==> config.mk <==
export PLATFORM = sky130hd
export DESIGN_NAME = dot_product_ctrl
export DESIGN_NICKNAME = d
export VERILOG_FILES = /design/src/rtl/nn_pkg.sv /design/src/rtl/mul.sv /design/src/rtl/dot_product_ctrl.sv
export SDC_FILE = /design/constraint.sdc
export NUM_CORES = 1
export LEC_CHECK = 0
export BUFFER_PORTS_ARGS = -buffer_cell sky130_fd_sc_hd__buf_2
export CORE_ASPECT_RATIO = 0.75
export CORE_MARGIN = 2
export CORE_UTILIZATION = 60
export CTS_BUF_LIST = sky130_fd_sc_hd__clkbuf_4
export DETAILED_ROUTE_END_ITERATION = 8
export GPL_ROUTABILITY_DRIVEN = 1
export PLACE_DENSITY_LB_ADDON = 0.25
export SLEW_MARGIN = 10
export SYNTH_ARGS = -nofsm -noshare
export SYNTH_HDL_FRONTEND = slang
export SYNTH_SLANG_ARGS = --single-unit
==> constraint.sdc <==
create_clock -name clk -period 3.65 [get_ports clk]
set_input_delay 0 -clock clk [delete_from_list [all_inputs] [get_ports clk]]
set_output_delay 0 -clock clk [all_outputs]
set_load 0.005 [all_outputs]
==> src/rtl/nn_pkg.sv <==
// Shared types and sizing for the neural-network datapath blocks.
// Holds default operand sizes, accumulator width rule and FSM states.
package nn_pkg;

  localparam int NUM_WIDTH_DEF = 8;
  localparam int VEC_LEN_DEF   = 16;

  function automatic int acc_width(
    input int nw,
    input int vl
  );
    return 2 * nw + $clog2(vl);
  endfunction

  typedef enum logic [1:0] {
    IDLE  = 2'd0,
    FEED  = 2'd1,
    DRAIN = 2'd2,
    DONE  = 2'd3
  } state_t;

endpackage

==> src/rtl/mul.sv <==
// Registered unsigned multiplier; product loads on enable.
// Ports: clk, reset (async low), en, num_1, num_2 -> product.
module mul #(
  parameter int num_width = 8
) (
  input  logic                   clk,
  input  logic                   reset,
  input  logic                   en,
  input  logic [num_width-1:0]   num_1,
  input  logic [num_width-1:0]   num_2,
  output logic [2*num_width-1:0] product
);

  always_ff @(posedge clk or negedge reset) begin
    if (!reset) begin
      product <= '0;
    end else if (en) begin
      product <= num_1 * num_2;
    end
  end

endmodule

==> src/rtl/dot_product_ctrl.sv <==
// Unsigned dot-product sequencer around one registered multiplier.
// Ports: start/busy, in_valid/in_ready/num_1/num_2, out_*.
module dot_product_ctrl
  import nn_pkg::*;
#(
  parameter int NUM_WIDTH = NUM_WIDTH_DEF,
  parameter int VEC_LEN   = VEC_LEN_DEF,
  parameter int ACC_WIDTH = acc_width(NUM_WIDTH, VEC_LEN)
) (
  input  logic                 clk,
  input  logic                 reset,
  input  logic                 start,
  output logic                 busy,
  input  logic                 in_valid,
  output logic                 in_ready,
  input  logic [NUM_WIDTH-1:0] num_1,
  input  logic [NUM_WIDTH-1:0] num_2,
  output logic                 out_valid,
  input  logic                 out_ready,
  output logic [ACC_WIDTH-1:0] out_data
);

  localparam int CW = $clog2(VEC_LEN);
  localparam logic [CW-1:0] LAST = CW'(VEC_LEN - 1);

  state_t               state;
  logic [CW-1:0]        cnt;
  logic [ACC_WIDTH-1:0] acc;
  logic                 prod_pending;
  logic [2*NUM_WIDTH-1:0] prod;
  logic                 fire;
  logic [ACC_WIDTH-1:0] acc_next;

  assign fire = in_valid && in_ready;

  // Product lands one cycle after its beat.
  assign acc_next = prod_pending
                  ? acc + ACC_WIDTH'(prod)
                  : acc;

  mul #(
    .num_width(NUM_WIDTH)
  ) u_mul (
    .clk    (clk),
    .reset  (reset),
    .en     (fire),
    .num_1  (num_1),
    .num_2  (num_2),
    .product(prod)
  );

  always_ff @(posedge clk or negedge reset) begin
    if (!reset) begin
      state        <= IDLE;
      cnt          <= '0;
      acc          <= '0;
      prod_pending <= 1'b0;
      busy         <= 1'b0;
      in_ready     <= 1'b0;
      out_valid    <= 1'b0;
      out_data     <= '0;
    end else begin
      prod_pending <= fire;
      acc          <= acc_next;
      unique case (state)
        IDLE: begin
          if (start) begin
            state    <= FEED;
            acc      <= '0;
            cnt      <= '0;
            out_data <= '0;
            busy     <= 1'b1;
            in_ready <= 1'b1;
          end
        end
        FEED: begin
          if (fire) begin
            cnt <= cnt + 1'b1;
            if (cnt == LAST) begin
              state    <= DRAIN;
              in_ready <= 1'b0;
            end
          end
        end
        DRAIN: begin
          state     <= DONE;
          out_valid <= 1'b1;
          out_data  <= acc_next;
        end
        DONE: begin
          if (out_ready) begin
            state     <= IDLE;
            busy      <= 1'b0;
            out_valid <= 1'b0;
          end
        end
        default: state <= IDLE;
      endcase
    end
  end

endmodule

# Yosys cells after proc, flatten, opt, wreduce, memory -nomap -nowiden
# Cells that the tools add are included.
[totals]
regBits = 66
input_bits = 21
out_inout_bits = 23
elab_cells = 52
[classes]
add_sub_neg = 2
n_mul = 1
n_eq_ne = 8
mux = 20
reduce_logical = 12
[ops]
columns = ["op", "n"]
rows = [
  ["2-to-1 mux 20 bit", 4],
  ["case mux 20 bit (2 select lines)", 1],
  ["adder 20 x 16 -> 20 bit", 1],
  ["multiplier 8 x 8 -> 16 bit", 1],
  ["2-to-1 mux 2 bit", 4],
  ["2-to-1 mux 4 bit", 2],
  ["inequality test 2 bit (second input constant)", 4],
  ["case mux 2 bit (4 select lines)", 1],
  ["case mux 4 bit (2 select lines)", 1],
  ["AND reduction 4 bit", 2],
  ["nonzero test 2 bit", 4],
  ["case mux 1 bit (2 select lines)", 3],
  ["AND reduction 3 bit", 2],
  ["adder 4 x 1 -> 4 bit (second input constant)", 1],
  ["equality test 2 bit (second input constant)", 2],
  ["equality test 4 bit (second input constant)", 1],
  ["2-to-1 mux 1 bit", 4],
  ["AND reduction 2 bit", 2],
  ["equality test 2 x 1 -> 1 bit (second input constant)", 1],
  ["logical NOT 2 bit", 1],
  ["logical AND 1 bit", 1],
]

# Depth between registers and ports, before layout
# Gate-level depths: netlist of the first run.
[depth]
word_depth = 4
depth_mapped = 17
mapped_depth_nobuf = 17

# Cells and area by module
# Synthesis of the first run repeated with hierarchy kept, for this count alone.
[hier_totals]
hier_cells = 584
area_unflattened_um2 = 5552.8
[modules_own_cells]
columns = ["module", "instances", "cells_each", "area_per_inst_um2", "seq_area_each_um2"]
rows = [
  ["dot_product_ctrl", 1, 303, 2857.7, 1251.2],
  ["mul", 1, 281, 2695.1, 400.4],
]

# Worst setup path before layout of the first run
# No wires, ideal clock.
[synth_path]
path_type = "input to register"
start = "input num_1[2]"
end = "register u_mul.product[13]"
setup_ns = 0.135
t_arrival_ns = 3.588
t_required_ns = 3.515
path_slack_ns = -0.074
path_stages = 14
n_path_buf = 0
cell_sequence = "and2_1 -> fa_1 -> fa_1 -> fa_1 -> inv_1 -> fa_1 -> inv_1 -> ha_1 -> or3_1 -> o21ai_0 -> o21ai_0 -> a21oi_1 -> xor2_1 -> o21ai_0"
[synth_via]
elab_chain_len = 1
[synth_lines]
columns = ["item", "line", "rtl"]
rows = [
  ["start: declaration", "dot_product_ctrl.sv:16", "input logic [NUM_WIDTH-1:0] num_1,"],
  ["multiplier 8 x 8 -> 16 bit", "mul.sv:18", "product <= num_1 * num_2;"],
  ["end signal: assignment", "mul.sv:18", ""],
  ["end: declaration", "mul.sv:11", "output logic [2*num_width-1:0] product"],
]
# Every way passes these cells.
# A chain may end at the register's enable or synchronous reset.

# Final worst setup path of the first run
[layout_path]
start = "input num_2[4]"
end = "register u_mul.product[12]"
[layout_via]
elab_chain_len = 1
[layout_lines]
columns = ["item", "line", "rtl"]
rows = [
  ["start: declaration", "dot_product_ctrl.sv:17", "input logic [NUM_WIDTH-1:0] num_2,"],
  ["multiplier 8 x 8 -> 16 bit", "mul.sv:18", ""],
]
# Every way passes these cells.

==> impl_metrics.yaml, run 1 <==
die:
  top_level_ports: 44
  floorplan.core_area_um2: 9050
  fp-row-count: 30
  die_area_um2: 10100
  floorplan.initialDensity_pct: 61.9
  die_w_um: 116
  die_h_um: 87.7
timing:
  finalSetupViolCount: 0
  fmax_mhz: 282
  finalClockSkew_ns: 0.0165
  period_needed_ns: 3.55
  final_hold_viol_count: 0
  timing_worst_slew_pin_value_ns: 0.948
  finalWorstSetupSlack_ns: 0.101
  timing_max_transition_violations_final: 0
  slew_headroom_pct: 36.8
  final_worst_path_period_share_pct: 97.2
  timing.hold.ws_ns: 0.151
critical_path:
  timing.critical_path.arrival_ns: 3.84
  r2r-start: "u_mul.product[0]"
  critical_path.reg2reg.endpoint: "out_data[14]"
  startpoint: "num_2[4]"
  critical-path-top-cell-by-count: "sky130_fd_sc_hd__fa_1"
  slowest_delay_ns: 0.55
  timing.critical_path.fanout_max: 7
  worstPathRequired_ns: 3.94
  worst_setup_path_end_kind: "flop"
  critical-path-slowest-cell: "sky130_fd_sc_hd__fa_1"
  crit_path_cell_trace: "buf_2 > and2_1 > fa_1 > fa_1 > inv_1 > fa_1 > fa_1 > inv_1 > ha_1 > o21ai_1 > a21oi_1 > o21ai_1 > buf_4 > o21a_1 > xor2_1 > o21ai_1"
  path_class: "in -> reg"
  reg2reg_depth: 9
  worst_setup_path_start_kind: "input port"
  rrSetupSlack_ns: 0.54
placed_design:
  pre_cts_slack_ns: -0.439
  dpl.hpwl_mm: 10.2
  port_bufs: 43
  placed_cell_area_um2: 6180
  place.gp.congestion: 0.935
yosys:
  postSynthRegisterBits: 66
  ys_types: 46
  synthesis.area_per_instance_um2: 8.92
  mappedNetlistNets: 743
  syn_inst: 628
  fraction_of_synthesis_flops_using_an_asynchronous_set_or_reset_pin_pct: 100
  synth_edf_count: 0
  synth.top_cell.area_share_pct: 29.5
  yosys_warnings: 0
  synth_sequential_area_ratio_pct: 29.5
  synth_largest_area_cell: "sky130_fd_sc_hd__dfrtp_1"
  synth_area_leaders: "sky130_fd_sc_hd__dfrtp_1, sky130_fd_sc_hd__fa_1, sky130_fd_sc_hd__ha_1, sky130_fd_sc_hd__and2_1, sky130_fd_sc_hd__nand2_1"
  synthFlopType: "sky130_fd_sc_hd__dfrtp_1"
  synthesis.area_um2: 5600
finish:
  final_cell_mix: "sky130_fd_sc_hd__nand2_1, sky130_fd_sc_hd__dfrtp_1, sky130_fd_sc_hd__inv_1, sky130_fd_sc_hd__ha_1, sky130_fd_sc_hd__and2_1"
  proportion_of_layout_cells_with_a_drive_suffix_above_1_pct: 15.4
  n_antenna_cell: 0
  flow.area_growth_from_synthesis_pct: 14.1
  sequential_cell_area_um2: 1650
  layout.filler_cells: 721
  layout.cell_area.non_filler_um2: 6390
  fin_nets: 823
  finalCoreUtilization_pct: 70.7
  layout.cells.most_common: "sky130_fd_sc_hd__nand2_1"
  multiInputGateArea_um2: 3670
drt:
  drt_drc_violations_left: 0
  detail_route.wl_per_cell_um: 15.6
  drt-initial-drc-count: 327
  route.final.wire_length_mm: 13.1
  vias: 4737
  first_pass_iters: 5
  via_to_cell_ratio: 5.63
  drt_antenna_net_count: 0
hold_path:
  worstHoldStart: "num_2[1]"
  min_to: "u_mul.product[1]"
  worstHoldPathType: "in -> reg"
  worst_hold_path.num_cells: 5
power_and_ir_drop:
  max-vdd-ir-drop_uv: 484
  static-leakage-power_uw: 0.00326
  report.power.total_uw: 4590
  pwr_density_cell_nw_per_um2: 718
clocking:
  clock_sink_count: 66
  clock_path_buffers: 2
  cts_root_buffer: "sky130_fd_sc_hd__clkbuf_4"
  cts_tree: "built"
  clkLatencyLatePin_ns: 0.44
  cts_buffers: 9
  cts_htree_levels: 3
  worst_setup_hold_path_clk_slew_ns: 0.12
grt:
  first_global_vias: 4540
  global_route.usage.total_pct: 27.2
  grt_antenna_before_repair: 0
  grt_first_pass_wirelength_mm: 21.6
  global_route.overflow_total: 0
  grt_start_max_net_pins: 44
run_status:
  outcome: "finished clean"
flow_run:
  cap_violations: 0
[power breakdown]
part	leakage (uW)	total [uW]	internal, uW	switching (uW)
Combinational	0.00236	2970	1260	1720
Clock	0.0000658	419	138	281
Sequential	0.000837	1200	1010	191
Total	0.00326	4590	2400	2190
[final cells by class]
type	instances	area share (%)
Tap cell	128	2.50
Sequential cell	66	25.8
Timing Repair Buffer	87	8.86
Inverter	63	3.70
Clock inverter	7	0.705
Multi-Input combinational cell	481	57.3
Clock buffer	9	1.06
[synthesized netlist by cell type, types with 3 or more instances]
library cell               number
sky130_fd_sc_hd__and2_1        53
sky130_fd_sc_hd__o21a_1         4
sky130_fd_sc_hd__ha_1          57
sky130_fd_sc_hd__nor2_1        44
sky130_fd_sc_hd__mux2i_1       12
sky130_fd_sc_hd__a21o_1         7
sky130_fd_sc_hd__or3_1          3
sky130_fd_sc_hd__buf_2          3
sky130_fd_sc_hd__clkbuf_1      14
sky130_fd_sc_hd__o21ai_1        3
sky130_fd_sc_hd__o21ai_0       48
sky130_fd_sc_hd__nand2_1       77
sky130_fd_sc_hd__a211oi_1       5
sky130_fd_sc_hd__o221ai_1       3
sky130_fd_sc_hd__a31oi_1        4
sky130_fd_sc_hd__nand2b_1       7
sky130_fd_sc_hd__a22o_1         3
sky130_fd_sc_hd__inv_1         63
sky130_fd_sc_hd__fa_1          37
sky130_fd_sc_hd__and3_1         5
sky130_fd_sc_hd__nand3_1       15
sky130_fd_sc_hd__nor3_1        11
sky130_fd_sc_hd__xor2_1        13
sky130_fd_sc_hd__xnor2_1       10
sky130_fd_sc_hd__o22ai_1        3
sky130_fd_sc_hd__o21bai_1       4
sky130_fd_sc_hd__nand4_1        4
sky130_fd_sc_hd__dfrtp_1       66
sky130_fd_sc_hd__a21oi_1       30
[critical path, delay by kind of cell]
kind | cells | cell delay, ns
buf+inv | 4 | 0.41
xor+xnor | 1 | 0.16
compound gates | 5 | 0.78
fa+ha+maj | 5 | 2.32
simple gates | 1 | 0.18
[how the worst max path moves through the flow]
stage	cells past startpoint	to	slack, ns
6_report	16	u_mul.product[12]	0.10
5_1_grt	17	u_mul.product[12]	-0.01
4_1_cts	16	u_mul.product[15]	0.02
3_5_place_dp	16	u_mul.product[15]	-0.44
3_3_place_gp	16	u_mul.product[15]	-0.31
2_1_floorplan	14	u_mul.product[13]	-0.008
[registers in the layout, summed over array words and instances (netlist names)]
signal	flops
u_mul.product	16
out_data	20
acc	20
in_ready	1
busy	1
out_valid	1
cnt	4
state	2
prod_pending	1
[cell families (layout without fill, tap and decap cells)]
kind of cell | count (synthesis) | after routing | synth area share, %
simple gates | 220 | 220 | 18.6
compound gates | 131 | 131 | 14.5
fa+ha+maj | 94 | 94 | 25.9
buf+inv | 81 | 166 | 5.49
flops | 66 | 66 | 29.5
xor+xnor | 23 | 23 | 3.60
mux | 13 | 13 | 2.41
[metrics by stage]
stage / std cells / TNS, ns
3_5_place_dp: 818 / -2.47
4_1_cts: 840 / 0
5_1_grt: 841 / -0.0143
6_report: 841 / 0
3_3_place_gp: 818 / -1.79
2_1_floorplan: 628 / -0.00847
[layer usage]
metal / track usage (%) / vias to the layer above / wire (um)
met1: 41.3 / 2299 / 6260
met3: 4.71 / 14 / 840
met5: 0 / - / 0
met4: 7.34 / 0 / 139
met2: 40.4 / 150 / 5900
li1: - / 2274 / -
[repair_timing]
item / in CTS / in global routing
gates resized for setup: 0 / 14
setup buffers: 0 / 1
endpoints found under the hold margin: 47 / 0
hold buffers: 6 / 0
setup endpoints to repair: 0 / 5
Power figures use the tool's default switching activity.
==> run 2: changes to the inputs <==
==> constraint.sdc (replaced) <==
create_clock -name clk -period 4.1 [get_ports clk]
set_input_delay 0.41 -clock clk [delete_from_list [all_inputs] [get_ports clk]]
set_output_delay 0.41 -clock clk [all_outputs]
set_load 0.005 [all_outputs]
==> run 2 against run 1 <==
Clock power decreased by 3%. Critical path depth shrank 1. Count of clock-buffer cells in the layout unchanged. Via count shrank 1.4%. First-iteration DRC count rose by 3.1%. Sequential power decreased by 11%. Largest cell class unchanged.
==> impl_metrics.yaml, run 2 (same netlist as run 1, synthesis figures left out) <==
critical_path:
  r2r-start: "u_mul.product[0]"
  largest_delay_contributor_family_on_the_critical_path: "adder cells"
  critical-path-slowest-cell: "sky130_fd_sc_hd__fa_1"
  rrSetupSlack_ns: 1.30
  timing.critical_path.arrival_ns: 4.22
  worst-path-buf-inv: 3
  critical-path-top-cell-by-count: "sky130_fd_sc_hd__fa_1"
  timing.critical_path.fanout_max: 5
  worst_setup_path_end_kind: "flop"
  crit_path_cell_trace: "buf_2 > and2_4 > fa_1 > fa_1 > fa_1 > inv_1 > fa_1 > inv_1 > ha_1 > or3_4 > o21ai_2 > o21ai_0 > a21oi_1 > xnor2_1 > o21ai_0"
  slowest_delay_ns: 0.55
  worst_setup_path_start_kind: "input port"
  critical_path.reg2reg.endpoint: "out_data[14]"
  reg2reg_depth: 9
  worstPathRequired_ns: 4.36
  path_class: "in -> reg"
clocking:
  clock_path_buffers: 2
  cts_root_buffer: "sky130_fd_sc_hd__clkbuf_4"
  clock_sink_count: 66
  worst_setup_hold_path_clk_slew_ns: 0.10
  clkLatencyLatePin_ns: 0.42
  cts_buffers: 9
  cts_hold_repair.buffers: 0
  cts_tree: "built"
  setup_bufs_post_cts: 0
  cts_htree_levels: 3
  ctsResizeCount: 0
power_and_ir_drop:
  seqPwrFrac_pct: 26.4
  share_of_total_power_in_combinational_logic_pct: 63.5
  clock_power_share_pct: 10.1
  internal-power_uw: 2160
  total_switching_power_uw: 1890
  static-leakage-power_uw: 0.00321
  pwr_density_cell_nw_per_um2: 643
  switching_share_pct: 46.6
  max-vdd-ir-drop_uv: 386
timing:
  period_needed_ns: 3.96
  final_hold_viol_count: 0
  fmax_mhz: 253
  timing_max_transition_violations_final: 0
  finalSetupViolCount: 0
  slew_headroom_pct: 31.9
  timing_worst_slew_pin_value_ns: 1.02
  finalClockSkew_ns: 0.0118
  final_worst_path_period_share_pct: 96.5
  timing.hold.ws_ns: 0.0429
hold_path:
  worstHoldPathType: "in -> async"
grt:
  grt_first_pass_wirelength_mm: 21.4
  global_route.usage.total_pct: 26.8
  grt_util_met1_pct: 41.7
  global_route.usage.met2_pct: 39.4
  grt_start_max_net_pins: 35
  grt_busiest_layer: "met1"
  global_route.overflow_total: 0
  grt_antenna_before_repair: 0
  globalRouteMet3Util_pct: 5.33
  first_global_vias: 4475
finish:
  fin_nets: 812
  final_cell_mix: "sky130_fd_sc_hd__nand2_1, sky130_fd_sc_hd__dfrtp_1, sky130_fd_sc_hd__inv_1, sky130_fd_sc_hd__ha_1, sky130_fd_sc_hd__and2_1"
  flow.area_growth_from_synthesis_pct: 12.5
  reg_top3: "acc (20), out_data (20), u_mul.product (16)"
  layout.cells.most_common: "sky130_fd_sc_hd__nand2_1"
  layout.cell_area.non_filler_um2: 6300
  proportion_of_layout_cells_with_a_drive_suffix_above_1_pct: 14.2
  layout.filler_cells: 720
  n_antenna_cell: 0
drt:
  drt-initial-drc-count: 337
  via_to_cell_ratio: 5.63
  drt_antenna_net_count: 0
  first_pass_iters: 6
  detail_route.wl_per_cell_um: 15.1
  vias: 4669
  route.final.wire_length_mm: 12.5
  drt_drc_violations_left: 0
die:
  die_w_um: 116
  fp-row-count: 30
  die_h_um: 87.7
  die_area_um2: 10100
  floorplan.initialDensity_pct: 61.9
  top_level_ports: 44
  floorplan.core_area_um2: 9050
placed_design:
  place.gp.congestion: 0.959
  port_bufs: 43
  dpl.hpwl_mm: 9.84
  placed_cell_area_um2: 6150
run_status:
  outcome: "finished clean"
flow_run:
  cap_violations: 0
[run 2: cell types whose count changed in the layout (fill, tap and decap cells not counted), moves of 4 or more]
| cell | previous run | this run |
|---|---|---|
| sky130_fd_sc_hd__o21ai_1 | 9 | 4 |
| sky130_fd_sc_hd__dlygate4sd3_1 | 6 | 0 |
| sky130_fd_sc_hd__clkinv_1 | 0 | 4 |
| sky130_fd_sc_hd__o21ai_0 | 40 | 45 |
| sky130_fd_sc_hd__buf_4 | 38 | 33 |
| sky130_fd_sc_hd__clkinv_2 | 4 | 0 |
[run 2: per-stage QoR]
stage	TNS [ns]	worst slack, ns	std cells	utilization [%]	power, uW
floorplan	0	0.0173	628	-	2860
global placement	-1.60	-0.277	814	68.0	3470
detailed placement	-2.31	-0.439	814	68.0	3570
CTS	0	0.0121	830	69.4	4000
global route	-0.0127	-0.0127	830	69.7	4430
finish	0	0.144	830	69.7	4050
[run 2: area by class of cell]
cell class	instances	area (um2)	area share (%)
Timing Repair Buffer	76	463	7.35
Clock inverter	7	60.1	0.953
Clock buffer	9	67.6	1.07
Sequential cell	66	1650	26.2
Inverter	63	236	3.75
Tap cell	128	160	2.54
Multi-Input combinational cell	481	3660	58.1
[run 2: worst max path at each step]
stage                        endpoint  slack, ns      from  depth (start not counted)
CTS                 u_mul.product[14]       0.01  num_1[1]                         14
global route        u_mul.product[15]      -0.01  num_2[3]                         15
finish              u_mul.product[15]       0.14  num_1[5]                         15
detailed placement  u_mul.product[14]      -0.44  num_1[1]                         14
global placement    u_mul.product[15]      -0.28  num_1[2]                         15
floorplan           u_mul.product[12]       0.02  num_1[2]                         13
[run 2: power groups by stage]
stage / combinational, uW / sequential [uW] / clock (uW)
2_1_floorplan: 1820 / 1040 / 0
3_3_place_gp: 2400 / 1070 / 0
3_5_place_dp: 2490 / 1080 / 0
4_1_cts: 2520 / 1070 / 412
5_1_grt: 2890 / 1100 / 443
6_report: 2570 / 1070 / 408
[run 2: metal layers]
metal | vias up | routed length (um)
met5 | - | 0
met3 | 15 | 777
met2 | 161 | 5560
met1 | 2239 | 6120
met4 | 0 | 90
li1 | 2254 | -
